--- config.mk ---
export PLATFORM = sky130hd
export DESIGN_NAME = fetch_prefetch_unit
export DESIGN_NICKNAME = d
export VERILOG_FILES = /design/src/rtl/fetch_pkg.sv /design/src/rtl/fetch_fifo.sv /design/src/rtl/fetch_prefetch_unit.sv
export SDC_FILE = /design/constraint.sdc
export NUM_CORES = 1
export LEC_CHECK = 0
export BUFFER_PORTS_ARGS = -buffer_cell sky130_fd_sc_hd__buf_2
export CAP_MARGIN = 20
export CORE_UTILIZATION = 57
export DETAILED_ROUTE_END_ITERATION = 6
export PLACE_DENSITY = 0.92
export SYNTH_ARGS = -nofsm -noshare
export SYNTH_HDL_FRONTEND = slang
export SYNTH_HIERARCHICAL = 1
export SYNTH_SLANG_ARGS = --single-unit
--- constraint.sdc ---
create_clock -name clk -period 4.89 [get_ports clk]
set_input_delay 0.7335 -clock clk [delete_from_list [all_inputs] [get_ports clk]]
set_output_delay 0.7335 -clock clk [all_outputs]
set_load 0.02 [all_outputs]
--- src/rtl/fetch_pkg.sv ---
// Shared types and constants for the RV32I instruction-fetch front end.
package fetch_pkg;

    localparam int XLEN = 32;
    localparam logic [XLEN-1:0] NOP_INSTR = 32'h0000_0013;

    typedef enum logic [1:0] {
        IDLE = 2'd0,
        WAIT = 2'd1,
        DROP = 2'd2
    } fetch_state_e;

    typedef struct packed {
        logic [XLEN-1:0] pc;
        logic [XLEN-1:0] instr;
    } fetch_entry_t;

    function automatic logic [XLEN-1:0] word_align(input logic [XLEN-1:0] addr);
        return {addr[XLEN-1:2], 2'b00};
    endfunction

endpackage

--- src/rtl/fetch_fifo.sv ---
// Small power-of-two FIFO holding fetched {pc, instr} pairs; clear wins over push/pop.
module fetch_fifo #(
    parameter int DEPTH = 4,
    parameter int WIDTH = 64
) (
    input  logic                     clk,
    input  logic                     rst,
    input  logic                     clear,
    input  logic                     push,
    input  logic [WIDTH-1:0]         push_data,
    input  logic                     pop,
    output logic [WIDTH-1:0]         head_data,
    output logic [$clog2(DEPTH):0]   count,
    output logic                     empty,
    output logic                     full
);

    localparam int AW    = $clog2(DEPTH);
    localparam int CNT_W = AW + 1;

    logic [WIDTH-1:0] mem [DEPTH];
    logic [AW-1:0]    rd_ptr;
    logic [AW-1:0]    wr_ptr;
    logic             do_push;
    logic             do_pop;

    assign empty   = (count == '0);
    assign full    = (count == CNT_W'(DEPTH));
    assign do_push = push && !full && !clear;
    assign do_pop  = pop && !empty && !clear;
    assign head_data = mem[rd_ptr];

    // Storage needs no reset: count gates every read of it.
    always_ff @(posedge clk) begin
        if (do_push) begin
            mem[wr_ptr] <= push_data;
        end
    end

    always_ff @(posedge clk or posedge rst) begin
        if (rst) begin
            rd_ptr <= '0;
            wr_ptr <= '0;
            count  <= '0;
        end else if (clear) begin
            rd_ptr <= '0;
            wr_ptr <= '0;
            count  <= '0;
        end else begin
            if (do_push) begin
                wr_ptr <= wr_ptr + AW'(1);
            end
            if (do_pop) begin
                rd_ptr <= rd_ptr + AW'(1);
            end
            case ({do_push, do_pop})
                2'b10:   count <= count + CNT_W'(1);
                2'b01:   count <= count - CNT_W'(1);
                default: count <= count;
            endcase
        end
    end

endmodule

--- src/rtl/fetch_prefetch_unit.sv ---
// IF-stage prefetcher: one outstanding imem read, {pc, instr} buffered for decode.
// Define FETCH_BYPASS_EN to forward a returning word straight to decode when the buffer is empty.
module fetch_prefetch_unit
    import fetch_pkg::*;
#(
    parameter int              DEPTH    = 4,
    parameter logic [XLEN-1:0] RESET_PC = 32'h0000_0000
) (
    input  logic            clk,
    input  logic            rst,
    input  logic            stall_f,
    input  logic            redirect,
    input  logic [XLEN-1:0] redirect_pc,
    output logic            imem_req,
    output logic [XLEN-1:0] imem_addr,
    input  logic            imem_gnt,
    input  logic            imem_rvalid,
    input  logic [XLEN-1:0] imem_rdata,
    output logic            valid_f,
    output logic [XLEN-1:0] instr_f,
    output logic [XLEN-1:0] pc_f,
    output logic [XLEN-1:0] pc_plus4_f
);

    localparam int CNT_W = $clog2(DEPTH) + 1;

    fetch_state_e     state_q;
    fetch_state_e     state_d;
    logic [XLEN-1:0]  fetch_pc_q;
    logic [XLEN-1:0]  req_pc_q;
    logic             grant;
    logic             push_req;
    logic             fifo_push;
    logic             fifo_pop;
    logic             fifo_empty;
    logic             fifo_full;
    logic [CNT_W-1:0] fifo_count;
    logic             bypass_hit;
    logic             bypass_take;
    fetch_entry_t     push_entry;
    fetch_entry_t     head_entry;

    // Request side looks only at registered state so redirect never reaches imem combinationally.
    assign imem_req  = (state_q == IDLE) && (fifo_count < CNT_W'(DEPTH));
    assign imem_addr = word_align(fetch_pc_q);
    assign grant     = imem_req && imem_gnt;

`ifdef FETCH_BYPASS_EN
    assign bypass_hit = (state_q == WAIT) && fifo_empty && imem_rvalid && !redirect;
`else
    assign bypass_hit = 1'b0;
`endif
    assign bypass_take = bypass_hit && !stall_f;

    always_comb begin
        state_d  = state_q;
        push_req = 1'b0;
        case (state_q)
            IDLE: begin
                if (grant) begin
                    state_d = redirect ? DROP : WAIT;
                end
            end
            WAIT: begin
                if (imem_rvalid) begin
                    state_d  = IDLE;
                    push_req = !redirect && !bypass_take;
                end else if (redirect) begin
                    state_d = DROP;
                end
            end
            DROP: begin
                if (imem_rvalid) begin
                    state_d = IDLE;
                end
            end
            default: state_d = IDLE;
        endcase
    end

    always_ff @(posedge clk or posedge rst) begin
        if (rst) begin
            state_q    <= IDLE;
            fetch_pc_q <= word_align(RESET_PC);
            req_pc_q   <= '0;
        end else begin
            state_q <= state_d;
            if (redirect) begin
                fetch_pc_q <= word_align(redirect_pc);
            end else if (grant) begin
                fetch_pc_q <= fetch_pc_q + XLEN'(4);
            end
            if (grant) begin
                req_pc_q <= fetch_pc_q;
            end
        end
    end

    // Full can never coincide with a push (grant needs room); the guard just keeps the FIFO safe.
    assign fifo_push  = push_req && !fifo_full;
    assign fifo_pop   = !fifo_empty && !stall_f && !redirect;
    assign push_entry = '{pc: req_pc_q, instr: imem_rdata};

    fetch_fifo #(
        .DEPTH (DEPTH),
        .WIDTH ($bits(fetch_entry_t))
    ) u_fifo (
        .clk       (clk),
        .rst       (rst),
        .clear     (redirect),
        .push      (fifo_push),
        .push_data (push_entry),
        .pop       (fifo_pop),
        .head_data (head_entry),
        .count     (fifo_count),
        .empty     (fifo_empty),
        .full      (fifo_full)
    );

    always_comb begin
        valid_f = 1'b0;
        instr_f = NOP_INSTR;
        pc_f    = '0;
        if (!fifo_empty) begin
            valid_f = 1'b1;
            instr_f = head_entry.instr;
            pc_f    = head_entry.pc;
        end else if (bypass_hit) begin
            valid_f = 1'b1;
            instr_f = imem_rdata;
            pc_f    = req_pc_q;
        end
    end

    assign pc_plus4_f = pc_f + XLEN'(4);

endmodule

==> results.md <==
* FF+latch area at 9420 um2
* CTS max path bufs at 3
* Pre-CTS setup slack at 843 ps
* Final hold vios at 0
* Critical path required time at 4160 ps
* Fillers at 1530
* Global-route wire length before repair at 46.8 mm
* Core Region at 23700 um2
* Area taken by multi-input logic gates at 4200 um2
* Fin crit share at 86.2%
* Vias per cell at 5.99
* Cell Chain, Critical Path: buf_4 -> mux4_2 -> nand4b_1 -> nor4_1 -> nand4_1 -> xnor2_1 -> buf_2
* Slew margin rel. at 42.4%
* FMAX at 237 MHz
* H-tree level count at 1
* Cell Area, Synth at 13900 um2
* Clk_lat worst skew at 550 ps
* Async SR Flop Fraction at 21.2%
* Seq/Total Area, Yosys at 67.8%
* Post-synth top flop: edfxtp_1
* Worst min path class: in -> async
* Yosys reg bits at 325
* Post-route setup slack at 677 ps
* Root Driver: clkbuf_16
* Nets at 1186
* Vias in the first global route at 8572
* Area after DPL at 15200 um2
* Worst VDD drop at 0.278 mV
* Synth Instances at 903
* Post-synth cell types at 60
* Area growth syn-to-layout at 16.6%
* Boundary Pins at 200
* Gr usage total at 24.9%
* Buf/Inv on CP at 2
* Setup Buffers After CTS at 0
* Share of cells above drive strength 1 at 30.4%
* Initial antenna violation count at 1
* Syn Area/Cell at 15.4 um2
* Syn. warnings at 6
* Resize count post-CTS at 0
* # placed instances at 1394
* Setup TNS Final at 0 ps
* Clock buffer count from CTS at 31
* Slowest CP cell: nor4_1
* DP HPWL at 19.5 mm
* Max-cap violations at 0
* Number of routed nets with antenna violations at 0
* Fin cells at 1452
* Crit Path Category: reg -> out
* RSZ-0062 raised after global routing: no
* Cts-stage hold buffer count at 0
* Max-slew violations at 0
* Crit-path max cell delay at 710 ps
* Initial drt markers at 802
* Most frequent cells in the layout: edfxtp_1 (256), buf_2 (196), nand2_1 (115)
* Overflow after GRT at 0
* Worst-Margin Slew at 859 ps
* Routed length per instance at 21.0 um
* Worst setup EP type: primary output
* Row count at 56
* Skew final at 10.0 ps
* Post-synth EDFFs at 256
* Largest net degree at the start of global routing at 65
* DRC at 0
* CTS Sinks at 325
* Die ar. at 25000 um2
* CTS tree: built
* 1st-pass router iterations at 5
* Final instance area at 16200 um2
* Pwr Density at 371 nW/um2
* CP Data Arrival Time at 3480 ps
* Post-Route WL at 30.5 mm
* Status: completed
* Die width at 158 um
* Most common cell after layout, fill and taps aside: edfxtp_1
* Startpoint types: flop
* Minimum clock period at 4210 ps
* GP Congestion at 0.869
* IO Port Bufs at 195
* Total power at 6.01 mW
* Antenna cells at 0
* Crit Path Max Fanout at 17
* CP delay by family, top: simple AND/OR/NAND/NOR gates
* Clock-pin slew on the worst setup and hold paths at 60 ps
* Vias at 8700
* Starting Density at 58.7%
* Die height at 158 um
* LEAKAGE at 6.00 nW
* # setup viols final at 0
per-layer routing:
metal	up-vias	GRT usage, %	share of wire, %
met2	416	43.5	51
met1	4379	32.2	39
met4	2	7.28	2.5
met5	-	0	0.043
li1	3838	-	-
met3	65	3.94	7.1
worst reg2reg max path: cells and delay by family, from the launching register on:
family	cells	cell delay, ps
compound gates	3	510
fa+ha+maj	1	520
buf+inv	2	870
flops	1	540
simple gates	3	860
flip-flops by register name (all words and copies together), names as in the netlist:
name and count:
u_fifo/mem 256, fetch_pc_q 30, req_pc_q 30, u_fifo/count 3
state_q 2, u_fifo/rd_ptr 2, u_fifo/wr_ptr 2
cell families after synthesis:
group                      Yosys count  synth area share [%]
and+or+nand+nor                    332                  12.9
DFF                                325                  67.8
AOI/OAI and AO/OA                   67                  3.11
muxes                               66                  10.5
buffers and inverters               64                  2.37
xor gates and xnor gates            41                  2.58
adders and majority gates            7                 0.684
other                                1                0.0270
path summary, 6_finish.rpt:
kind / from / to / slack [ps] / cells after the start
max in group asynchronous: rst / fetch_pc_q[29] / 3960 / 3
min in group clk: redirect_pc[12] / fetch_pc_q[12] / 400 / 3
max reg2reg: u_fifo/count[0] / u_fifo/count[1] / 1510 / 9
min: rst / u_fifo/count[1] / 140 / 2
min reg2reg: req_pc_q[25] / u_fifo/mem[2][57] / 530 / 0
max: u_fifo/rd_ptr[0] / pc_plus4_f[30] / 680 / 7
metrics by stage:
stage	util [%]	hold slack (ps)
after floorplan	-	476
after global placement	64.2	489
after detailed placement	64.2	513
after CTS	68.4	123
after global routing	68.4	156
final	68.4	138
cell type report:
cell class              count  share of cell area [%]
flip-flops and latches    325                    58.2
multi-input cells         523                    25.9
repair buffers            214                    7.05
clock buffers              33                    4.84
well taps                 319                    2.46
clock inverters            24                    1.22
inverters                  14                   0.324
Yosys cell counts, types with 10 or more instances:
cell	instances	area, um2
a31oi_1	17	106
buf_2	10	50.1
clkbuf_1	24	90.1
dfrtp_1	69	1730
edfxtp_1	256	7690
inv_1	13	48.8
mux4_2	64	1440
nand2_1	115	432
nand3_1	23	115
nand4_1	21	131
nor2_1	32	120
nor2b_1	61	382
o21ai_0	19	95.1
o31ai_1	17	128
or4_1	18	135
xnor2_1	23	201
xor2_1	18	158
where the power goes:
group	switching, mW	total, mW	leakage (nW)	internal, mW
Combinational	0.220	0.343	2.38	0.123
Clock	0.992	2.31	0.477	1.31
Sequential	0.180	3.36	3.14	3.18
Total	1.39	6.01	6.00	4.62
Power figures use the tool's default switching activity.
